**src/rtl/image_pkg.sv**
```systemverilog
// Shared definitions for the image readout controller: FSM state encoding
// and width helpers used to size counters from parameters.
package image_pkg;

    typedef enum logic [2:0] {
        IDLE   = 3'd0,
        VBLANK = 3'd1,
        HBLANK = 3'd2,
        DATA   = 3'd3,
        DONE   = 3'd4
    } state_t;

    // Ceiling log2; returns 0 for values of 0 or 1.
    function automatic int clog2(input int value);
        int result;
        int remaining;
        result    = 0;
        remaining = value - 1;
        while (remaining > 0) begin
            result    = result + 1;
            remaining = remaining >> 1;
        end
        return result;
    endfunction

    // Bit width able to hold 0..value-1, never narrower than one bit.
    function automatic int width_of(input int value);
        return (value < 2) ? 1 : clog2(value);
    endfunction

endpackage

```
**src/rtl/image_delay_cnt.sv**
```systemverilog
// Loadable down-counter with a zero flag, shared by vertical and horizontal
// blanking intervals of the readout controller.
module image_delay_cnt
    import image_pkg::*;
#(
    parameter int CNT_W = 8
) (
    input  logic             i_clk,
    input  logic             i_rst,
    input  logic             i_clr,
    input  logic             i_load,
    input  logic [CNT_W-1:0] i_load_val,
    input  logic             i_dec,
    output logic             o_zero
);

    logic [CNT_W-1:0] r_cnt;

    // Clear beats load beats decrement; the count saturates at zero.
    always_ff @(posedge i_clk or posedge i_rst) begin
        if (i_rst) begin
            r_cnt <= '0;
        end else if (i_clr) begin
            r_cnt <= '0;
        end else if (i_load) begin
            r_cnt <= i_load_val;
        end else if (i_dec && (r_cnt != '0)) begin
            r_cnt <= r_cnt - 1'b1;
        end
    end

    assign o_zero = (r_cnt == '0);

endmodule

```
**src/rtl/image_read_ctrl.sv**
```systemverilog
// Frame readout controller: generates blanking strobes and a linear pixel
// address stream, one line at a time, with rd_ready back-pressure.
module image_read_ctrl
    import image_pkg::*;
#(
    parameter int WIDTH       = 768,
    parameter int HEIGHT      = 512,
    parameter int VSYNC_DELAY = 100,
    parameter int HSYNC_DELAY = 160
) (
    input  logic                                HCLK,
    input  logic                                HRESET,
    input  logic                                start,
    input  logic                                abort,
    input  logic                                rd_ready,
    output logic                                VSYNC,
    output logic                                HSYNC,
    output logic                                rd_en,
    output logic [clog2(WIDTH*HEIGHT)-1:0]      rd_addr,
    output logic                                busy,
    output logic                                ctrl_done
);

    localparam int ADDR_W  = clog2(WIDTH*HEIGHT);
    localparam int COL_W   = width_of(WIDTH);
    localparam int ROW_W   = width_of(HEIGHT);
    localparam int DLY_MAX = (VSYNC_DELAY > HSYNC_DELAY) ? VSYNC_DELAY : HSYNC_DELAY;
    localparam int CNT_W   = width_of(DLY_MAX);

    // The counter holds remaining blanking cycles minus one, so zero marks the last cycle.
    localparam logic [CNT_W-1:0] VLOAD    = CNT_W'(VSYNC_DELAY - 1);
    localparam logic [CNT_W-1:0] HLOAD    = CNT_W'(HSYNC_DELAY - 1);
    localparam logic [COL_W-1:0] COL_LAST = COL_W'(WIDTH - 1);
    localparam logic [ROW_W-1:0] ROW_LAST = ROW_W'(HEIGHT - 1);

    state_t              r_state;
    logic [ROW_W-1:0]    r_row;
    logic [COL_W-1:0]    r_col;
    logic [ADDR_W-1:0]   r_ptr;
    logic [ADDR_W-1:0]   r_rd_addr;
    logic                r_vsync;
    logic                r_hsync;
    logic                r_rd_en;
    logic                r_busy;
    logic                r_done;

    logic                w_zero;
    logic                w_clr;
    logic                w_load;
    logic [CNT_W-1:0]    w_load_val;
    logic                w_dec;
    logic                w_abort;
    logic                w_line_end;

    assign w_abort    = abort && (r_state != IDLE);
    assign w_line_end = r_rd_en && rd_ready && (r_col == COL_LAST);

    always_comb begin
        w_clr      = 1'b0;
        w_load     = 1'b0;
        w_load_val = '0;
        w_dec      = 1'b0;
        if (w_abort) begin
            w_clr = 1'b1;
        end else begin
            case (r_state)
                IDLE: begin
                    if (start) begin
                        w_load     = 1'b1;
                        w_load_val = VLOAD;
                    end
                end
                VBLANK: begin
                    if (w_zero) begin
                        w_load     = 1'b1;
                        w_load_val = HLOAD;
                    end else begin
                        w_dec = 1'b1;
                    end
                end
                HBLANK: begin
                    w_dec = !w_zero;
                end
                DATA: begin
                    if (w_line_end && (r_row != ROW_LAST)) begin
                        w_load     = 1'b1;
                        w_load_val = HLOAD;
                    end
                end
                default: begin
                end
            endcase
        end
    end

    image_delay_cnt #(
        .CNT_W (CNT_W)
    ) u_delay_cnt (
        .i_clk      (HCLK),
        .i_rst      (HRESET),
        .i_clr      (w_clr),
        .i_load     (w_load),
        .i_load_val (w_load_val),
        .i_dec      (w_dec),
        .o_zero     (w_zero)
    );

    // r_ptr is the next address to issue; r_rd_addr only moves while in DATA.
    always_ff @(posedge HCLK or posedge HRESET) begin
        if (HRESET) begin
            r_state   <= IDLE;
            r_row     <= '0;
            r_col     <= '0;
            r_ptr     <= '0;
            r_rd_addr <= '0;
            r_vsync   <= 1'b0;
            r_hsync   <= 1'b0;
            r_rd_en   <= 1'b0;
            r_busy    <= 1'b0;
            r_done    <= 1'b0;
        end else if (w_abort) begin
            r_state <= IDLE;
            r_row   <= '0;
            r_col   <= '0;
            r_ptr   <= '0;
            r_vsync <= 1'b0;
            r_hsync <= 1'b0;
            r_rd_en <= 1'b0;
            r_busy  <= 1'b0;
            r_done  <= 1'b0;
        end else begin
            case (r_state)
                IDLE: begin
                    if (start) begin
                        r_state <= VBLANK;
                        r_vsync <= 1'b1;
                        r_busy  <= 1'b1;
                        r_row   <= '0;
                        r_col   <= '0;
                        r_ptr   <= '0;
                    end
                end
                VBLANK: begin
                    if (w_zero) begin
                        r_state <= HBLANK;
                        r_vsync <= 1'b0;
                        r_row   <= '0;
                    end
                end
                HBLANK: begin
                    if (w_zero) begin
                        r_state   <= DATA;
                        r_col     <= '0;
                        r_hsync   <= 1'b1;
                        r_rd_en   <= 1'b1;
                        r_rd_addr <= r_ptr;
                    end
                end
                DATA: begin
                    if (rd_ready) begin
                        r_ptr <= r_ptr + 1'b1;
                        if (r_col == COL_LAST) begin
                            r_col   <= '0;
                            r_hsync <= 1'b0;
                            r_rd_en <= 1'b0;
                            if (r_row != ROW_LAST) begin
                                r_state <= HBLANK;
                                r_row   <= r_row + 1'b1;
                            end else begin
                                r_state <= DONE;
                                r_done  <= 1'b1;
                            end
                        end else begin
                            r_col     <= r_col + 1'b1;
                            r_rd_addr <= r_ptr + 1'b1;
                        end
                    end
                end
                DONE: begin
                    r_state <= IDLE;
                    r_done  <= 1'b0;
                    r_busy  <= 1'b0;
                    r_row   <= '0;
                    r_ptr   <= '0;
                end
                default: begin
                    r_state <= IDLE;
                    r_row   <= '0;
                    r_col   <= '0;
                    r_ptr   <= '0;
                    r_vsync <= 1'b0;
                    r_hsync <= 1'b0;
                    r_rd_en <= 1'b0;
                    r_busy  <= 1'b0;
                    r_done  <= 1'b0;
                end
            endcase
        end
    end

    assign VSYNC     = r_vsync;
    assign HSYNC     = r_hsync;
    assign rd_en     = r_rd_en;
    assign rd_addr   = r_rd_addr;
    assign busy      = r_busy;
    assign ctrl_done = r_done;

endmodule

```
**config.mk**
```make
export PLATFORM = sky130hd
export DESIGN_NAME = image_read_ctrl
export DESIGN_NICKNAME = d
export VERILOG_FILES = /design/src/rtl/image_pkg.sv /design/src/rtl/image_delay_cnt.sv /design/src/rtl/image_read_ctrl.sv
export SDC_FILE = /design/constraint.sdc
export NUM_CORES = 1
export LEC_CHECK = 0
export CORE_MARGIN = 2
export CORE_UTILIZATION = 55
export CTS_CLUSTER_SIZE = 16
export DETAILED_ROUTE_END_ITERATION = 6
export HOLD_SLACK_MARGIN = 0.08
export PLACE_DENSITY_LB_ADDON = 0.12
export SLEW_MARGIN = 0
export SYNTH_ARGS = -nofsm -noshare
export SYNTH_HDL_FRONTEND = slang
export SYNTH_SLANG_ARGS = --single-unit
```
**constraint.sdc**
```tcl
create_clock -name HCLK -period 4.8 [get_ports HCLK]
set_input_delay 1.44 -clock HCLK [delete_from_list [all_inputs] [get_ports HCLK]]
set_output_delay 1.44 -clock HCLK [all_outputs]
set_load 0.03 [all_outputs]
```
After elaboration in Yosys (flattened, before gate mapping)
Index checks and enable logic that the tools add are counted.
{ "totals": {"out_inout_bits": 24, "regBits": 72, "input_bits": 5, "wordCells": 127} }
{ "op_classes": {"addsub": 4, "mux": 62, "n_reduce_logical": 27, "eq_ne": 23, "n_bitwise": 1} }
{ "op_table": {"columns": ["cell", "count"], "rows": [
  ["2-to-1 mux 19 bit", 6],
  ["case mux 19 bit (3 select lines)", 1],
  ["2-to-1 mux 9 bit", 6],
  ["2-to-1 mux 10 bit", 5],
  ["2-to-1 mux 8 bit", 6],
  ["case mux 10 bit (4 select lines)", 1],
  ["case mux 19 bit (2 select lines)", 1],
  ["case mux 9 bit (4 select lines)", 1],
  ["case mux 8 bit (3 select lines)", 1],
  ["2-to-1 mux 3 bit", 7],
  ["inequality test 3 bit (second input constant)", 7],
  ["adder 19 x 1 -> 19 bit (second input constant)", 1],
  ["2-to-1 mux 1 bit", 19],
  ["inequality test 2 x 1 -> 1 bit (second input constant)", 6],
  ["case mux 3 bit (4 select lines)", 1],
  ["AND reduction 4 bit", 3],
  ["OR reduction 3 bit", 4],
  ["adder 10 x 1 -> 10 bit (second input constant)", 1],
  ["== test 10 bit (second input constant)", 1],
  ["AND reduction 5 bit", 2],
  ["adder 9 x 1 -> 9 bit (second input constant)", 1],
  ["inequality test 9 bit (second input constant)", 1],
  ["case mux 1 bit (3 select lines)", 3],
  ["zero test 8 bit", 1],
  ["other kinds (18)", 31]
]} }

Logic depth before layout (Yosys ltp)
Gate-level depths: netlist of the first run.
{ "depth": {"word_depth": 8, "depth_mapped": 11, "depth_no_buf": 10} }

Hierarchy
From an unflattened synthesis of the first run, not the netlist that was laid out.
{ "unflattened": {"cells_unflattened": 477, "hier_area_um2": 4201.5} }
{ "modules_own_cells": {"columns": ["mod", "cells_per_inst", "instances", "seq_area_each_um2", "area_per_inst_um2"], "rows": [
  ["image_read_ctrl", 416, 1, 1601.5, 3638.5],
  ["image_delay_cnt", 61, 1, 200.2, 563.0]
]} }

Least setup slack after synthesis of the first run
OpenSTA, ideal clock, no wires.
{ "synth_path": {"path_type": "input port to flip-flop", "from": "in abort", "to": "reg r_col[8]", "t_arrival_ns": 2.833, "setup_slack_ns": 1.846, "n_path_buf": 2, "setup_ns": 0.121, "required_time_ns": 4.679, "stages": 7, "path_cell_list": "clkbuf_1 or3b_1 a211o_1 o211ai_1 buf_2 nor4_1 o22a_1"} }
{ "synth_via": {"elab_chain_cells": 3, "word_cells_on_any_way": 7, "classes_between": "eq/ne: 4; mux: 1; reduce/logical: 2"} }
{ "synth_lines": {"columns": ["element", "line_no", "text"], "rows": [
  ["start: declaration", "image_read_ctrl.sv:14", "input logic abort,"],
  ["logical AND 1 bit (*)", "image_read_ctrl.sv:55", "assign w_abort = abort && (r_state != IDLE);"],
  ["inequality test 3 bit (no line) / inequality test 2 x 1 -> 1 bit (equally long branches)", null, null],
  ["AND reduction 4 bit (no line)", null, null],
  ["end signal: assignment", "image_read_ctrl.sv:174", "r_col <= r_col + 1'b1;"],
  ["end: declaration", "image_read_ctrl.sv:38", "logic [COL_W-1:0] r_col;"]
]} }
Mark *: on every way between the ends. The rest lies on a longest branch, timed or not.
A chain may end at the register's enable or synchronous reset.

Final worst setup path of the first run
{ "layout_path": {"from": "in abort", "to": "reg r_row[7]"} }
{ "layout_via": {"elab_chain_cells": 3, "word_cells_on_any_way": 9, "classes_between": "eq/ne: 6; mux: 1; reduce/logical: 2"} }
{ "layout_lines": {"columns": ["element", "line_no", "text"], "rows": [
  ["logical AND 1 bit (*)", "image_read_ctrl.sv:55", null],
  ["inequality test 3 bit (no line) / inequality test 2 bit (equally long branches)", null, null],
  ["AND reduction 6 bit (no line)", null, null],
  ["end signal: assignment", "image_read_ctrl.sv:168", "r_row <= r_row + 1'b1;"],
  ["end: declaration", "image_read_ctrl.sv:37", "logic [ROW_W-1:0] r_row;"]
]} }
Marked as above.

==> impl_metrics.env, run 1 <==
export IMPL_route_vias_total=3498
export IMPL_critPathMostFrequentCell="o31ai_2"
export IMPL_critPathTopFamily="buffers and inverters"
export IMPL_drc_errors=0
export IMPL_vdd_drop_max_mv=0.226
export IMPL_rsz0062_at_grt="false"
export IMPL_avgRoutedWirePerCell_um=15.4
export IMPL_cp_slowest_cell="clkdlybuf4s50_1"
export IMPL_yosys_most_used_dff="dfrtp_1"
export IMPL_routed_wl_um=9090
export IMPL_p_leak_nw=1.88
export IMPL_overflow=0
export IMPL_grt_antenna_before_repair=0
export IMPL_p_total_mw=2.52
export IMPL_fin_skew_ns=0.00867
export IMPL_gp_congestion=0.869
export IMPL_syn_avg_cell_area_um2=8.71
export IMPL_syn_nets=482
export IMPL_cts_clk_slew_worst_paths_ns=0.07
export IMPL_ys_types=56
export IMPL_htree_levels=3
export IMPL_ys_seq_area_share_pct=44.0
export IMPL_clockBufferDepth=2
export IMPL_slew_violations=0
export IMPL_min_path_type="reg2reg"
export IMPL_path_buf_inv=2
export IMPL_setup_tns_ns=0
export IMPL_worst_pin_slew_ns=0.748
export IMPL_synth_area_leaders="dfrtp_1, nand2_1, nor2_1, a21oi_1, o21ai_0"
export IMPL_postCtsSetupBuffers=0
export IMPL_dp_hpwl_um=6260
export IMPL_cp_start_kind="input pin"
export IMPL_synth_top_area_share_pct=44.0
export IMPL_cts_resized=0
export IMPL_nets=497
export IMPL_io_pins=29
export IMPL_synth_cells=470
export IMPL_power_density_mw_per_mm2=548
export IMPL_endpoint_kind="flip-flop"
export IMPL_cts_inserted_buffers=9
export IMPL_dieArea_mm2=0.00815
export IMPL_fillers=630
export IMPL_crit_type="in2reg"
export IMPL_grt_max_degree=38
export IMPL_clk_latency_ns=0.35
export IMPL_cp_required_ns=5.06
export IMPL_cts_root_buf="clkbuf_8"
export IMPL_synth_enable_flop_cells=0
export IMPL_die_h_um=90.3
export IMPL_cp_arrival_ns=3.66
export IMPL_crit_fanout=15
export IMPL_clock_fmax_mhz=294
export IMPL_start_util_pct=56.7
export IMPL_hold_ws_ns=0.486
export IMPL_core_area_mm2=0.00721
export IMPL_io_buffers=28
export IMPL_status="finished clean"
export IMPL_n_antenna_cell=0
export IMPL_fp_dieW_um=90.3
export IMPL_syn_area_mm2=0.00409
export IMPL_synth_seq_cells=72
export IMPL_grt_use_total_pct=23.5
export IMPL_layout_drive_gt1_share_pct=7.55
export IMPL_path_cells="clkdlybuf4s50_1, and4bb_2, o31ai_2, o2111ai_1, buf_4, or2_1, o31ai_2"
export IMPL_period_minus_slack_ns=3.40
export IMPL_grt_pass1_vias=3157
export IMPL_rrSetupSlack_ns=2.11
export IMPL_drt_vias_per_instance=5.94
export IMPL_area_growth_pct=12.5
export IMPL_cap_viol_max_count=0
export IMPL_fin_crit_sh_pct=70.8
export IMPL_drt_iter0_markers=272
export IMPL_setup_slack_ns=1.40
export IMPL_post_place_ws_ns=1.05
export IMPL_cts_tree="built"
export IMPL_async_reset_ff_share_pct=100
export IMPL_antenna_left=0
export IMPL_slew_headroom_pct=50.1
export IMPL_drt_pass1_iterations=5
export IMPL_synth_warnings=0
export IMPL_slowest_delay_ns=0.67
export IMPL_rows=31
export IMPL_synth_area_leader_cell="dfrtp_1"
export IMPL_cts_hold_buffers_added=0
export IMPL_hold_violations=0
export IMPL_cts_sinks=72
export IMPL_setup_viol=0
export IMPL_grt_pass1_wl_um=15500
worst min-delay path: stages, from the launching register on:
cell     delay [ns]
dfrtp_1        0.36
nand2_1        0.05
nand2_1        0.05
registers in the layout, indices dropped and copies added, names as in the netlist:
signal / cells
rd_en: 1
r_col: 10
busy: 1
r_ptr: 19
ctrl_done: 1
u_delay_cnt.r_cnt: 8
VSYNC: 1
rd_addr: 19
r_row: 9
r_state: 3
stage by stage:
| step | cells | utilization, % | instance area (um^2) |
|---|---|---|---|
| after floorplan | 470 | - | 4090 |
| after global placement | 573 | 61.1 | 4410 |
| after detailed placement | 573 | 61.1 | 4410 |
| after CTS | 589 | 63.8 | 4600 |
| after global routing | 589 | 63.8 | 4600 |
| final | 589 | 63.8 | 4600 |
per-layer routing:
layer / global-route usage, % / part of all wire (%) / vias to the layer above
li1: - / - / 1718
met1: 32.7 / 47 / 1679
met2: 35.8 / 47 / 87
met3: 5.51 / 4.7 / 14
met4: 8.72 / 1.5 / 0
met5: 0 / 0 / -
cell usage after synthesis, drive strengths merged (9+ instances only):
cell	number
clkbuf	21
buf	9
nand2	48
inv	10
o31ai	12
xor2	13
o21ai	50
nor3	13
a21oi	35
nand3	25
nand4	11
a31oi	12
nor2	49
dfrtp	72
xnor2	10
cells by family after synthesis:
group                      share of synthesized area (%)
DFF                                                 44.0
buffers and inverters                               4.16
AOI/OAI and AO/OA                                   19.8
adders and majority gates                           2.14
and+or+nand+nor                                     23.6
muxes                                               1.28
xor gates and xnor gates                            4.92
cell type report:
| class | count | area (um^2) | share of cell area, % |
|---|---|---|---|
| tap | 99 | 124 | 2.69 |
| clock inverter | 6 | 58.8 | 1.28 |
| timing repair buffer | 34 | 325 | 7.07 |
| clock buffer | 10 | 138 | 2.99 |
| multi-input combinational | 358 | 2120 | 46.0 |
| inverter | 10 | 37.5 | 0.815 |
| sequential | 72 | 1800 | 39.1 |
worst paths after layout:
kind / start / to / cells past startpoint
max: abort / r_row[7]$_DFFE_PP0P_ / 7
min: busy$_DFFE_PP0P_ / busy$_DFFE_PP0P_ / 2
max reg2reg: r_row[0]$_DFFE_PP0P_ / r_row[7]$_DFFE_PP0P_ / 11
min reg2reg: busy$_DFFE_PP0P_ / busy$_DFFE_PP0P_ / 2
max in group asynchronous: HRESET / r_col[9]$_DFFE_PP0P_ / 3
min in group asynchronous: HRESET / u_delay_cnt.r_cnt[2]$_DFFE_PP0P_ / 2
cells in the final DEF, fill, tap and decap left out, drive strengths merged, types with 7 or more instances in the layout:
master          n
clkdlybuf4s50  28
nand2b          7
nor2           49
a31oi          12
nand3          25
xor2           13
o31ai          12
dfrtp          72
clkbuf         10
nor3           13
a21oi          35
inv            10
nand2          48
xnor2          10
o21ai          50
nand4          11
nor4            7
ha              7
power breakdown:
group / total [mW] / switching [mW] / internal, mW
clock network: 0.484 / 0.233 / 0.251
logic: 1.15 / 0.711 / 0.437
registers: 0.893 / 0.142 / 0.751
total: 2.52 / 1.09 / 1.44
(Power assumes the default switching activity.)
==> run 2: changes to the inputs <==
--- a/config.mk
+++ b/config.mk
@@ -6,7 +6,7 @@
 export NUM_CORES = 1
 export LEC_CHECK = 0
 export CORE_MARGIN = 2
-export CORE_UTILIZATION = 55
+export CORE_UTILIZATION = 53
 export CTS_CLUSTER_SIZE = 16
 export DETAILED_ROUTE_END_ITERATION = 6
 export HOLD_SLACK_MARGIN = 0.08
==> constraint.sdc (replaced) <==
create_clock -name HCLK -period 2.75 [get_ports HCLK]
set_input_delay 0.825 -clock HCLK [delete_from_list [all_inputs] [get_ports HCLK]]
set_output_delay 0.825 -clock HCLK [all_outputs]
set_load 0.03 [all_outputs]
==> run 2 against run 1 <==
Compared with the run above: utilization down 0.30 points; sequential power up 75%; clock skew up 0.0025 ns; non-clock buffer count up 24; hold slack better by 0.0023 ns; critical path depth up 3; highest routed layer unchanged.
==> impl_metrics.env, run 2 (same netlist as run 1, synthesis figures left out) <==
export IMPL_cp_arrival_ns=2.77
export IMPL_setup_viol=0
export IMPL_drt_pass1_iterations=4
export IMPL_rsz0062_at_grt="false"
export IMPL_dpl_instance_area_mm2=0.00464
export IMPL_fp_dieW_um=91.9
export IMPL_routed_wl_um=9150
export IMPL_io_pins=29
export IMPL_grt_max_degree=38
export IMPL_status="finished clean"
export IMPL_rows=32
export IMPL_power_density_mw_per_mm2=954
export IMPL_p_leak_nw=2.00
export IMPL_grt_use_met3_pct=4.52
export IMPL_grt_use_total_pct=23.4
export IMPL_clk_latency_ns=0.36
export IMPL_fillers=655
export IMPL_cts_inserted_buffers=9
export IMPL_gp_congestion=0.841
export IMPL_clock_fmax_mhz=398
export IMPL_drt_iter0_markers=247
export IMPL_die_h_um=91.9
export IMPL_cts_sinks=72
export IMPL_grt_pass1_vias=3439
export IMPL_crit_fanout=7
export IMPL_p_total_mw=4.61
export IMPL_fin_skew_ns=0.0112
export IMPL_final_common_cell="dfrtp_1"
export IMPL_hold_ws_ns=0.488
export IMPL_nets=521
export IMPL_dp_hpwl_um=6400
export IMPL_cp_start_kind="flip-flop"
export IMPL_final_cell_mix="dfrtp_1, nor2_1, nand2_1"
export IMPL_layout_drive_gt1_share_pct=11.9
export IMPL_grt_busiest_layer="met2"
export IMPL_slew_violations=0
export IMPL_drc_errors=0
export IMPL_slew_headroom_pct=58.4
export IMPL_clockBufferDepth=2
export IMPL_seqCellArea_mm2=0.00180
export IMPL_hold_violations=0
export IMPL_cts_hold_buffers_added=0
export IMPL_io_buffers=28
export IMPL_drt_vias_per_instance=5.89
export IMPL_grt_pass1_wl_um=15900
export IMPL_placed_cells=600
export IMPL_endpoint_kind="flip-flop"
export IMPL_multiInputGateArea_mm2=0.00212
export IMPL_htree_levels=3
export IMPL_use_met2_pct=37.1
export IMPL_start_util_pct=53.8
export IMPL_antenna_left=0
export IMPL_met1_usage_pct=31.6
export IMPL_avgRoutedWirePerCell_um=14.9
export IMPL_cts_root_buf="clkbuf_8"
export IMPL_vdd_drop_max_mv=0.626
export IMPL_dieArea_mm2=0.00844
export IMPL_instances_no_fill=616
export IMPL_cp_required_ns=3.01
export IMPL_final_cell_area_mm2=0.00483
export IMPL_min_path_type="reg2reg"
export IMPL_setup_tns_ns=0
export IMPL_cts_tree="built"
export IMPL_cap_viol_max_count=0
export IMPL_route_vias_total=3630
export IMPL_period_minus_slack_ns=2.51
export IMPL_worst_pin_slew_ns=0.619
export IMPL_n_antenna_cell=0
export IMPL_cts_clk_slew_worst_paths_ns=0.07
export IMPL_grt_antenna_before_repair=0
export IMPL_area_growth_pct=18.1
export IMPL_core_area_mm2=0.00761
export IMPL_fin_crit_sh_pct=91.3
export IMPL_crit_type="reg2reg"
export IMPL_overflow=0
-- run 2: changes by cell type in the layout (fill, tap and decap cells not counted) --
cell	previous run	this run
buf_12	0	4
buf_4	6	26
clkbuf_1	0	1
clkbuf_8	10	9
clkinv_2	4	3
clkinv_4	1	0
clkinvlp_4	0	2
or2_1	2	1
or2_4	0	1
-- run 2: area by class of cell --
class	count	share of cell area (%)
clock buffers	10	2.64
repair buffers	58	11.5
flip-flops and latches	72	37.3
clock inverters	6	1.24
well taps	102	2.64
multi-input cells	358	43.9
inverters	10	0.777
-- run 2: where the power goes --
group | switching (mW) | internal (mW)
clock network | 0.409 | 0.414
registers | 0.245 | 1.31
logic | 1.29 | 0.943
total | 1.94 | 2.67
-- run 2: worst max-delay path, cell delays in order (launching register included) --
cell and delay, ns:
dfrtp_1 0.42, ha_1 0.24, and3_1 0.21, and3_1 0.21, and3_1 0.19, ha_1 0.27, inv_1 0.08, a21o_1 0.11
o2111ai_1 0.15, or2_4 0.32, o31ai_2 0.21
-- run 2: stage by stage --
stage | worst slack [ns] | util [%]
floorplan | 0.100 | -
global placement | -0.0682 | 61.0
detailed placement | -0.126 | 61.0
CTS | 0.167 | 63.5
global route | 0.0587 | 63.5
finish | 0.240 | 63.5
-- run 2: worst paths after layout --
kind | from | end | slack [ns] | cells past startpoint
max reg2reg | r_row[0]$_DFFE_PP0P_ | r_row[7]$_DFFE_PP0P_ | 0.24 | 10
min | busy$_DFFE_PP0P_ | busy$_DFFE_PP0P_ | 0.49 | 2
min reg2reg | busy$_DFFE_PP0P_ | busy$_DFFE_PP0P_ | 0.49 | 2
min in group asynchronous | HRESET | rd_addr[8]$_DFFE_PP0P_ | 0.82 | 2
max | r_row[0]$_DFFE_PP0P_ | r_row[7]$_DFFE_PP0P_ | 0.24 | 10
max in group asynchronous | HRESET | r_col[8]$_DFFE_PP0P_ | 1.39 | 3
-- run 2: timing repair --
item | CTS | global route
hold endpoints to repair | 0 | 0
setup endpoints to repair | 0 | 2
buffers inserted | 0 | 0
resized for setup | 0 | 1
-- run 2: layer usage --
metal	share of wire (%)	vias to the layer above
li1	-	1770
met1	45	1725
met2	47	122
met3	6.1	13
met4	1.6	0
met5	0	-
